--- config.mk ---
export PLATFORM = sky130hd
export DESIGN_NAME = synch_fifo_param
export DESIGN_NICKNAME = d
export VERILOG_FILES = /design/src/rtl/synch_fifo_param.sv
export SDC_FILE = /design/constraint.sdc
export NUM_CORES = 1
export LEC_CHECK = 0
export ABC_AREA = 1
export CAP_MARGIN = 20
export CELL_PAD_IN_SITES_DETAIL_PLACEMENT = 1
export CELL_PAD_IN_SITES_GLOBAL_PLACEMENT = 1
export CORE_MARGIN = 2
export CORE_UTILIZATION = 35
export DETAILED_ROUTE_END_ITERATION = 8
export HOLD_SLACK_MARGIN = 0.05
export PLACE_DENSITY = 0.66
export SYNTH_ARGS = -nofsm -noshare
export SYNTH_HDL_FRONTEND = slang
export SYNTH_SLANG_ARGS = --single-unit
export TNS_END_PERCENT = 1
--- constraint.sdc ---
create_clock -name clk -period 5.6 [get_ports clk]
set_input_delay 0.84 -clock clk [delete_from_list [all_inputs] [get_ports clk]]
set_output_delay 0.84 -clock clk [all_outputs]
set_load 0.02 [all_outputs]
--- src/rtl/synch_fifo_param.sv ---
// Parametrised single-clock FIFO with occupancy count, programmable almost flags,
// sticky overflow/underflow, synchronous flush and optional first-word-fall-through read.
module synch_fifo_param #(
    parameter int unsigned fifo_w    = 32,
    parameter int unsigned fifo_d    = 16,
    parameter int unsigned af_thresh = 14,
    parameter int unsigned ae_thresh = 2,
    parameter int unsigned fwft      = 0
) (
    input  logic                      clk,
    input  logic                      rst,
    input  logic                      push_en,
    input  logic                      pop_en,
    input  logic                      flush,
    input  logic                      clr_err,
    input  logic [fifo_w-1:0]         fifo_din,
    output logic [fifo_w-1:0]         fifo_dout,
    output logic                      full,
    output logic                      empty,
    output logic                      almost_full,
    output logic                      almost_empty,
    output logic [$clog2(fifo_d):0]   fifo_count,
    output logic                      overflow,
    output logic                      underflow
);

    localparam int unsigned AW = $clog2(fifo_d);
    localparam int unsigned CW = AW + 1;

    logic [fifo_w-1:0] mem [fifo_d];
    logic [AW-1:0]     wr_ptr;
    logic [AW-1:0]     rd_ptr;
    logic [CW-1:0]     count_q;
    logic [CW-1:0]     count_nxt;
    logic              push_ok;
    logic              pop_ok;
    logic              ovf_set;
    logic              unf_set;

    // A push into a full FIFO is allowed only when a pop frees a slot on the same edge;
    // flush masks both requests and suppresses any error they would raise.
    always_comb begin
        pop_ok    = pop_en && !empty && !flush;
        push_ok   = push_en && (!full || pop_ok) && !flush;
        ovf_set   = push_en && !push_ok && !flush;
        unf_set   = pop_en && !pop_ok && !flush;
        count_nxt = count_q;
        if (flush)
            count_nxt = '0;
        else if (push_ok && !pop_ok)
            count_nxt = count_q + CW'(1);
        else if (!push_ok && pop_ok)
            count_nxt = count_q - CW'(1);
    end

    always_ff @(posedge clk or posedge rst) begin
        if (rst) begin
            wr_ptr       <= '0;
            rd_ptr       <= '0;
            count_q      <= '0;
            full         <= 1'b0;
            empty        <= 1'b1;
            almost_full  <= 1'b0;
            almost_empty <= 1'b1;
            overflow     <= 1'b0;
            underflow    <= 1'b0;
        end else begin
            if (flush) begin
                wr_ptr <= '0;
                rd_ptr <= '0;
            end else begin
                if (push_ok)
                    wr_ptr <= wr_ptr + AW'(1);
                if (pop_ok)
                    rd_ptr <= rd_ptr + AW'(1);
            end
            count_q      <= count_nxt;
            full         <= (count_nxt == CW'(fifo_d));
            empty        <= (count_nxt == '0);
            almost_full  <= (count_nxt >= CW'(af_thresh));
            almost_empty <= (count_nxt <= CW'(ae_thresh));
            if (ovf_set)
                overflow <= 1'b1;
            else if (clr_err)
                overflow <= 1'b0;
            if (unf_set)
                underflow <= 1'b1;
            else if (clr_err)
                underflow <= 1'b0;
        end
    end

    always_ff @(posedge clk) begin
        if (push_ok)
            mem[wr_ptr] <= fifo_din;
    end

    assign fifo_count = count_q;

    generate
        if (fwft != 0) begin : g_fwft
            assign fifo_dout = empty ? '0 : mem[rd_ptr];
        end else begin : g_std
            logic [fifo_w-1:0] dout_q;
            always_ff @(posedge clk or posedge rst) begin
                if (rst)
                    dout_q <= '0;
                else if (pop_ok)
                    dout_q <= mem[rd_ptr];
            end
            assign fifo_dout = dout_q;
        end
    endgenerate

endmodule

* After elaboration in Yosys (flattened, before gate mapping)
Memories as Yosys holds them, arrays and structs flattened. A register that Yosys moved wholly into a read port is not among the register bits.
Cells that the tools add are included.
** Cells by class
- Eq/ne operators :: 1
- Add/subtract/negate cells :: 4
- Mux-type cells :: 12
- Reductions and logical operators :: 21
- $lt $le $gt $ge :: 2
** Operators with widths (number)
- $mux W4 :: 4
- $mux W5 :: 3
- $logic_and A1 B1 Y1 :: 10
- $add A4 B1 Y4 const B :: 2
- $reduce_bool A2 Y1 :: 4
- $add A5 B1 Y5 const B :: 1
- $eq A5 B5 Y1 const B :: 1
- $ge A5 B4 Y1 const B :: 1
- $le A5 B2 Y1 const B :: 1
- $logic_not A1 Y1 :: 5
- $logic_not A5 Y1 :: 1
- $mux W1 :: 5
- $sub A5 B1 Y5 const B :: 1
- $logic_or A1 B1 Y1 :: 1
** Storage, ports and cells
- Register bits after elaboration :: 19
- Memories kept :: 1
- RAM bits :: 512
** Memory list
- mem :: words 16, bits a word 32, rd ports 1, clocked after Yosys merged registers in 1, wr ports 1, RTL line 30 : logic [fifo_w-1:0] mem [fifo_d];

* Depth between registers and ports, before layout
Gate-level depths: netlist of run 1.
- Word-level depth :: 12
- Mapped depth :: 12
- Mapped depth without buffers :: 12

* Worst setup path before layout of run 1
Ideal clock, no wire load.
- Kind :: input -> register
- Start point :: input port flush
- End point :: memory mem[5][0] (enable)
- Buffers on the path :: 1
- Library setup time :: 0.461 ns
- Slack :: 1.433 ns
- Data arrival time :: 3.706 ns
- Cell stages on the path :: 6
- Path through :: buf_6 -> inv_8 -> nand3_4 -> a21oi_2 -> nand2_2 -> nor3_1
** Between the ends
- Cells in the longest elaborated chain, start to end :: 7
** RTL lines
- from (decl) :: RTL line 14 : input logic flush,
- $logic_not A1 Y1 * :: RTL line 43, 44
- $logic_and A1 B1 Y1 :: RTL line 43 : pop_ok = pop_en && !empty && !flush;
- $logic_or A1 B1 Y1 :: RTL line 44 : push_ok = push_en && (!full || pop_ok) && !flush;
- $logic_and A1 B1 Y1 :: RTL line 44
- $logic_and A1 B1 Y1 * :: RTL line 44
- $mux W1 * :: RTL line 94 : if (push_ok)
- $mux W1 (implied by the code) * :: RTL line 95 : mem[wr_ptr] <= fifo_din;
- to (decl) :: RTL line 30
Mark *: on every way between the ends. The rest lies on a longest branch, timed or not.

* Worst setup path after layout of run 1
- Start point :: input port flush
- End point :: memory mem[4][3] (enable)
The elaborated chain is that of the path after synthesis.

==> impl_metrics.yaml, run 1 <==
sta:
  finalCriticalPeriod_ns: 3.399
  setup_tns_ns: 0
  max_freq_ghz: 0.2942
  rsz0062_at_grt: "false"
  hold_viol_final: 0
  min_period_over_period_pct: 60.69
  slew_viol_final: 0
  setup_violations: 0
  relSlewSlack_pct: 27.93
  skew_ns: 0.02541
  worst_pin_slew_ns: 1.081
detailed_routing:
  vias_per_cell: 5.172
  drtIter0Drc: 1061
  wl_mm: 62.67
  first_pass_iters: 5
  drt-wirelength-per-cell_um: 22.26
  drcViolationCount: 0
  drt.antenna.violating_nets: 0
  vias: 14560
synth:
  ys_types: 40
  synth_compound_area_share_pct: 5.286
  synth_nets: 1894
  synth_edf_count: 512
  yosys.area_share.simple_pct: 17.22
  syn_area_sq_um: 22650
  syn_area_per_cell_sq_um: 12.25
  synth_top_family_by_area: "simple AND/OR/NAND/NOR gates"
  synth-async-reset-ratio_pct: 9.059
  yosysSeqAreaShare_pct: 73.52
  yosys_register_bits: 563
  synthXorXnorAreaFrac_pct: 0.1547
  syn_inst: 1849
  synthMuxAreaShare_pct: 0
  synth_fa_ha_area_share_pct: 0.3866
  synthFlopType: "edfxtp_1"
  ys_warn_count: 0
floorplanning:
  die_w_um: 258.4
  start_util_pct: 35.27
  rows: 93
  die_height_um: 258.4
  die_area_sq_um: 66770
  ios: 81
  core_sq_um: 64230
power:
  seqPwrFrac_pct: 48.1
  powerDensity_nw_per_um2: 391.5
  ir_drop_mv: 0.2511
  power_w: 0.01026
  p_clk_share_pct: 37.1
  pwr-share-comb_pct: 14.8
  p_int_w: 0.007480
  swShare_pct: 27.09
  p_sw_w: 0.002779
  p_leak_nw: 9.315
finish:
  stdcell_count: 2816
  fin_area_sq_um: 26200
  n_fill_cell: 6740
  multiInputGateArea_sq_um: 5320
  drive_gt1_share_pct: 8.618
  areaGrowthSynthToFinish_pct: 15.68
  diodes: 0
  fin_nets: 1957
  regArea_sq_um: 16660
placed_design:
  dp_hpwl_mm: 35.26
  place.gp.congestion: 0.7702
  placedCellCount: 2705
  portBuffers: 80
  dpl_cell_area_sq_um: 24280
clock_tree:
  cts_sinks: 563
  cts_tree: "done"
  postCtsSetupRepairBufs: 0
  htree_levels: 2
  clockBufferDepth: 3
  clk_latency_ns: 0.63
  ctsResizeCount: 0
  path_clk_slew_ns: 0.06
  ctsRootBufferMaster: "clkbuf_16"
  hold_buffers: 0
  numCtsBuffers: 58
worst_setup_path:
  end_kind: "flip-flop"
  crit_type: "input port to flip-flop"
  cp.required_ns: 5.88
  crit_path_start_kind: "input port"
  path_max_fanout: 18
  cp.arrival_ns: 3.68
global_route:
  antenna_found_initial: 0
  grt_pass1_wl_mm: 95.19
  busiest_layer: "met2"
  overflow: 0
  grt_max_degree: 135
  met3_usage_pct: 2.387
  met2_usage_pct: 32.83
  use_met1_pct: 24.58
  grt_pass1_vias: 15490
  grt_util_all_layers_pct: 18.80
run:
  cap_violations: 0
hold_path:
  hp-class: "flip-flop to flip-flop"
run_status:
  status: "finished, final reports clean"
## metrics by stage
step	hold WS (ns)	util (%)	setup slack (ns)
after floorplan	0.4880	-	1.433
after detailed placement	0.5137	37.80	1.573
after global routing	0.5568	40.80	2.072
after CTS	0.5299	40.74	2.206
final	0.5183	40.80	2.201
after global placement	0.5051	37.69	1.630
## synthesized netlist by cell type, types with 20 or more instances
master,n,area (sq um)
inv_1,23,86.33
nor2_1,91,341.6
nand2_1,556,2087
o22ai_1,25,156.4
buf_4,20,150.1
dfrtp_1,49,1226
buf_2,42,210.2
nand3_1,259,1296
a21oi_1,50,250.2
clkbuf_1,24,90.09
a2bb2oi_1,20,175.2
edfxtp_1,512,15370
o21ai_0,78,390.4
## layer usage
metal	wire, um	share of wire (%)	vias up
li1	-	-	6658
met5	0	0	-
met3	3102	4.9	88
met1	26930	43	7473
met4	1342	2.1	0
met2	31300	50	344
## sequential cells by signal, indices dropped and copies added, names as in the netlist, 4 cells and up
signal,count
fifo_dout,32
rd_ptr,4
fifo_count,5
mem,512
wr_ptr,4
## power groups by stage
stage	registers (W)	logic [W]	clock network, W
2_1_floorplan	0.00507	0.000819	0
3_3_place_gp	0.00503	0.00149	0
3_5_place_dp	0.00502	0.00154	0
4_1_cts	0.00494	0.00154	0.00386
5_1_grt	0.00496	0.00168	0.00402
6_report	0.00493	0.00152	0.00380
## placed cells by master, fill, tap and decap left out, types with 16 or more instances in the layout
cell,count
inv_1,21
edfxtp_1,512
clkbuf_16,60
clkdlybuf4s50_1,80
o21ai_0,78
dfrtp_1,46
a2bb2oi_1,20
nand2_1,556
clkinv_2,16
o22ai_1,25
nor2_1,83
nand3_1,259
a21oi_1,50
buf_4,27
## worst max-delay path, stage by stage
cell             delay, ns
clkdlybuf4s50_1       0.67
inv_8                 0.21
nand3_4               0.08
a21oi_2               0.19
nand2_2               0.20
inv_2                 0.13
nand2_1               0.24
nor2_4                0.67
buf_4                 0.42
## cells by family after synthesis
family,count (synthesis)
xor gates and xnor gates,4
DFF,563
buffers and inverters,142
and+or+nand+nor,930
AOI/OAI and AO/OA,203
adders and majority gates,7
## cell type report
class	count	area share, %
Multi-Input combinational cell	1144	20.30
Sequential cell	563	63.59
Clock inverter	33	1.022
Inverter	32	0.5205
Timing Repair Buffer	113	4.297
Clock buffer	76	6.188
Tap cell	855	4.083
## final timing paths
check | from | endpoint | slack (ns) | cells after the start
max | flush | mem[4][3]$_DFFE_PP_ | 2.20 | 9
min | fifo_dout[10]$_DFFE_PP0P_ | fifo_dout[10]$_DFFE_PP0P_ | 0.52 | 2
max reg2reg | rd_ptr[1]$_DFFE_PP0P_ | fifo_dout[17]$_DFFE_PP0P_ | 2.44 | 8
min reg2reg | fifo_dout[10]$_DFFE_PP0P_ | fifo_dout[10]$_DFFE_PP0P_ | 0.52 | 2
max in group asynchronous | rst | rd_ptr[1]$_DFFE_PP0P_ | 4.06 | 3
min in group asynchronous | rst | fifo_dout[26]$_DFFE_PP0P_ | 0.84 | 3
Power figures use the tool's default switching activity.
==> run 2, diff against run 1 <==
PLACE_DENSITY = 0.68   (was 0.66)
clock period = 2.9 ns   (was 5.6 ns; I/O delays follow)
==> run 2 against run 1 <==
Die area unchanged. Register-to-register slack worse by 1.6 ns. Sequential share of layout area down 0.89 points. Global-route usage about the same. Sequential cell count unchanged. Hold slack worse by 0.29 ns. Clock power up 100%. Via count up 1.6%. Final cell count up 0.67%. Critical path type is now flip-flop to output pin. Non-clock buffer count up 16. Combinational power up 100%. Total power up 97%.
==> impl_metrics.yaml, run 2 (same netlist as run 1, synthesis figures left out) <==
worst_setup_path:
  startpoint: "fifo_count[2]$_DFF_PP0_"
  cp.arrival_ns: 1.81
  path_max_fanout: 8
  cp_slowest_stage_delay_ns: 0.67
  end_kind: "output pin"
  reg2reg_to: "fifo_dout[8]$_DFFE_PP0P_"
  cp.required_ns: 2.47
  crit_path_start_kind: "flip-flop"
  regToRegStartpoint: "rd_ptr[1]$_DFFE_PP0P_"
  path_delay_family: "buffers and inverters"
  cp_num_buf_inv: 1
  crit_type: "flip-flop to output pin"
  cp_slowest_cell: "clkdlybuf4s50_1"
  reg2regPathDepth: 7
  cp_cell_sequence: "clkdlybuf4s50_1"
  r2r_slack_ns: 0.80
detailed_routing:
  drt-wirelength-per-cell_um: 22.10
  first_pass_iters: 5
  vias_per_cell: 5.221
  drtIter0Drc: 1048
  drt.antenna.violating_nets: 0
  m1WireLength_mm: 26.94
  vias: 14800
  wl_met3_mm: 2.850
  highest_layer: "met4"
  wl_met2_mm: 31.37
  drcViolationCount: 0
  wl_mm: 62.66
clock_tree:
  cts_tree: "done"
  numCtsBuffers: 59
  cts_sinks: 563
  ctsResizeCount: 0
  path_clk_slew_ns: 0.07
  postCtsSetupRepairBufs: 0
  htree_levels: 2
  hold_buffers: 0
  ctsRootBufferMaster: "clkbuf_16"
  clockBufferDepth: 3
  clk_latency_ns: 0.63
global_route:
  overflow: 0
  grt_pass1_vias: 15790
  grt_max_degree: 116
  antenna_found_initial: 0
  grt_util_all_layers_pct: 18.79
  grt_pass1_wl_mm: 95.81
sta:
  rsz0062_at_grt: "false"
  skew_ns: 0.02193
  finalCriticalPeriod_ns: 2.245
  min_period_over_period_pct: 77.40
  setup_violations: 0
  max_freq_ghz: 0.4455
  hold_viol_final: 0
  relSlewSlack_pct: 32.46
  timing.final.ws_setup_ns: 0.6554
  slew_viol_final: 0
  worst_pin_slew_ns: 1.012
placed_design:
  place.gp.congestion: 0.7860
  place_ws_ns: 0.2379
  portBuffers: 80
  dp_hpwl_mm: 37.15
floorplanning:
  die_area_sq_um: 66770
  die_w_um: 258.4
  ios: 81
  core_sq_um: 64230
  die_height_um: 258.4
  rows: 93
  start_util_pct: 35.27
finish:
  drive_gt1_share_pct: 9.444
  diodes: 0
  final_cell_mix: "556 x nand2_1, 512 x edfxtp_1, 259 x nand3_1, 83 x nor2_1, 80 x clkdlybuf4s50_1"
  fin_util_pct: 41.37
  areaGrowthSynthToFinish_pct: 17.31
  final_common_cell: "nand2_1"
  fin_nets: 1974
  largest_register_ffs: 512
  n_fill_cell: 6766
  largest_register: "mem"
run:
  cap_violations: 0
power:
  p_leak_nw: 9.479
  powerDensity_nw_per_um2: 761.1
  ir_drop_mv: 0.4658
run_status:
  status: "finished, final reports clean"
hold_path:
  hp-class: "input port to async pin"
-- run 2: cell type report --
type,count,area (sq um),area share (%)
inverters,32,136.4,0.5132
well taps,855,1070,4.026
clock inverters,34,350.3,1.318
clock buffers,78,1629,6.130
multi-input cells,1144,5320,20.02
flip-flops and latches,563,16660,62.70
repair buffers,129,1406,5.292
-- run 2: worst reg2reg max path: stages, from the launching register on --
cell and delay, ns:
dfrtp_4 0.44, clkinv_2 0.10, nand2_1 0.71, o21ai_0 0.25
nor2_1 0.28, nand2_1 0.09, nand3_1 0.08, nand2_1 0.05
-- run 2: report_power, final --
part           internal (W)  leakage [nW]  switching [W]
combinational       0.00112          3.30        0.00199
clock               0.00442         0.960        0.00324
sequential          0.00918          5.22       0.000274
-- run 2: metrics by stage --
stage / std cells / cell area, sq um / hold slack, ns / power [W] / TNS (ns)
after global placement: 2723 / 24590 / 0.4745 / 0.01268 / 0
after global routing: 2835 / 26570 / 0.2485 / 0.02102 / 0
final: 2835 / 26570 / 0.2295 / 0.02023 / 0
after CTS: 2835 / 26570 / 0.2194 / 0.02042 / 0
after floorplan: 1849 / 22650 / 0.4880 / 0.01137 / -250.24
after detailed placement: 2723 / 24590 / 0.4798 / 0.01276 / 0
-- run 2: worst max path at each step --
| stage | to | cells past startpoint |
|---|---|---|
| 3_5_place_dp | mem[4][7]$_DFFE_PP_ | 9 |
| 2_1_floorplan | mem[5][0]$_DFFE_PP_ | 6 |
| 4_1_cts | fifo_count[2] | 1 |
| 3_3_place_gp | mem[6][10]$_DFFE_PP_ | 8 |
| 5_1_grt | fifo_count[2] | 1 |
| 6_report | fifo_count[2] | 1 |
-- run 2: routing by layer --
metal | vias up | global-route usage [%]
met1 | 7650 | 24.54
met4 | 0 | 5.523
met2 | 342 | 32.60
met3 | 110 | 2.582
li1 | 6699 | -
met5 | - | 0
==> run 3, diff against run 2 <==
PLACE_DENSITY = 0.66   (was 0.68)
clock period = 2.1 ns   (was 2.9 ns; I/O delays follow)
==> run 3 against run 2 <==
Sequential share of layout area shrank 1.4 points. Via count is essentially flat. Clock power grew 44%. Register-to-register slack lost 0.63 ns. Hold slack gained 0.098 ns. Largest power group unchanged.
==> impl_metrics.yaml, run 3 (same netlist as run 1, synthesis figures left out) <==
run_status:
  status: "finished, final reports clean"
sta:
  setup_violations: 0
  slew_viol_final: 0
  max_freq_ghz: 0.4901
  relSlewSlack_pct: 47.65
  finalCriticalPeriod_ns: 2.041
  skew_ns: 0.02181
  rsz0062_at_grt: "false"
  hold_viol_final: 0
  worst_pin_slew_ns: 0.7828
  min_period_over_period_pct: 97.17
  setup_tns_ns: 0
floorplanning:
  core_sq_um: 64230
  start_util_pct: 35.27
  die_height_um: 258.4
  ios: 81
  rows: 93
  die_area_sq_um: 66770
  die_w_um: 258.4
finish:
  largest_register_ffs: 512
  fin_area_sq_um: 27190
  largest_register: "mem"
  drive_gt1_share_pct: 11.24
  areaGrowthSynthToFinish_pct: 20.02
  final_cell_mix: "554 x nand2_1, 512 x edfxtp_1, 259 x nand3_1, 83 x nor2_1, 78 x o21ai_0"
  final_common_cell: "nand2_1"
  fin_nets: 2007
  fin_util_pct: 42.33
power:
  seqPwrFrac_pct: 46.0
  p_int_w: 0.02088
  p_sw_w: 0.007533
  powerDensity_nw_per_um2: 1045
  power_w: 0.02841
  p_clk_share_pct: 38.6
  p_leak_nw: 9.830
  swShare_pct: 26.52
  pwr-share-comb_pct: 15.4
  ir_drop_mv: 0.6449
run:
  cap_violations: 0
worst_setup_path:
  path_delay_family: "buffers and inverters"
  path_max_fanout: 5
  cp_num_buf_inv: 1
  cp_slowest_cell: "clkdlybuf4s50_1"
  cp_slowest_stage_delay_ns: 0.65
  end_kind: "output pin"
  crit_path_start_kind: "flip-flop"
  cp.required_ns: 1.78
  cp_cell_sequence: "clkdlybuf4s50_1"
  cp.arrival_ns: 1.73
  crit_type: "flip-flop to output pin"
detailed_routing:
  drt.antenna.violating_nets: 0
  drtIter0Drc: 992
  vias: 14810
  first_pass_iters: 5
  drt-wirelength-per-cell_um: 22.17
  wl_mm: 63.55
  vias_per_cell: 5.167
  drcViolationCount: 0
clock_tree:
  path_clk_slew_ns: 0.06
  cts_sinks: 563
  clk_latency_ns: 0.62
  htree_levels: 2
  clockBufferDepth: 3
  ctsRootBufferMaster: "clkbuf_16"
  postCtsSetupRepairBufs: 0
  numCtsBuffers: 57
  cts_tree: "done"
global_route:
  grt_max_degree: 72
  grt_pass1_wl_mm: 97.17
  antenna_found_initial: 1
  grt_pass1_vias: 15640
  overflow: 0
  grt_util_all_layers_pct: 19.14
placed_design:
  place.gp.congestion: 0.7738
  portBuffers: 80
  dp_hpwl_mm: 39.19
  dpl_cell_area_sq_um: 25140
hold_path:
  hp-class: "input port to flip-flop"
[run 3: final timing paths]
kind / startpoint / end / slack (ns) / cells after the start
max: fifo_count[3]$_DFF_PP0_ / fifo_count[3] / 0.06 / 1
min reg2reg: fifo_dout[17]$_DFFE_PP0P_ / fifo_dout[17]$_DFFE_PP0P_ / 0.51 / 2
min: clr_err / underflow$_DFFE_PP0P_ / 0.33 / 2
max in group asynchronous: rst / fifo_dout[3]$_DFFE_PP0P_ / 0.93 / 4
max reg2reg: rd_ptr[0]$_DFFE_PP0P_ / fifo_dout[26]$_DFFE_PP0P_ / 0.17 / 8
min in group asynchronous: rst / fifo_count[1]$_DFF_PP0_ / 0.56 / 3
[run 3: repair_timing]
action,4_1_cts,5_1_grt
gates resized for setup,3,1
hold buffers,1,0
endpoints found under the setup margin,3,1
cloned,0,0
hold endpoints to repair,10,0
[run 3: area by class of cell]
cell class,count,area [sq um]
antenna,1,2.502
clock buffer,75,1584
clock inverter,32,449.2
fill,6717,37040
inverter,32,136.4
multi-input combinational,1144,5388
sequential,563,16660
tap,855,1070
timing repair buffer,164,1896
[run 3: through the flow]
step / std cells / hold WS [ns] / setup WS [ns]
finish: 2866 / 0.3270 / 0.05943
global route: 2865 / 0.3352 / 0.0005990
floorplan: 1849 / 0.4139 / -0.1651
detailed placement: 2757 / 0.4985 / -0.2357
global placement: 2757 / 0.5100 / -0.1909
CTS: 2865 / 0.2988 / 0.004236
[run 3: power by group through the flow]
stage / Combinational [W] / Clock, W / Sequential [W]
floorplan: 0.00222 / 0 / 0.0135
finish: 0.00437 / 0.0110 / 0.0131
global placement: 0.00429 / 0 / 0.0133
CTS: 0.00444 / 0.0112 / 0.0131
detailed placement: 0.00442 / 0 / 0.0133
global route: 0.00481 / 0.0116 / 0.0131
[run 3: worst register-to-register path, delay by kind of cell, from the launching register on]
family / cells / cell delay [ns]
buf+inv: 2 / 0.57
compound gates: 1 / 0.18
simple gates: 5 / 0.52
flops: 1 / 0.61
[run 3: routing by layer]
layer	track usage [%]	part of all wire, %
met3	2.915	5.0
met4	4.769	2.1
met1	26.03	44
met5	0	0
met2	32.22	49
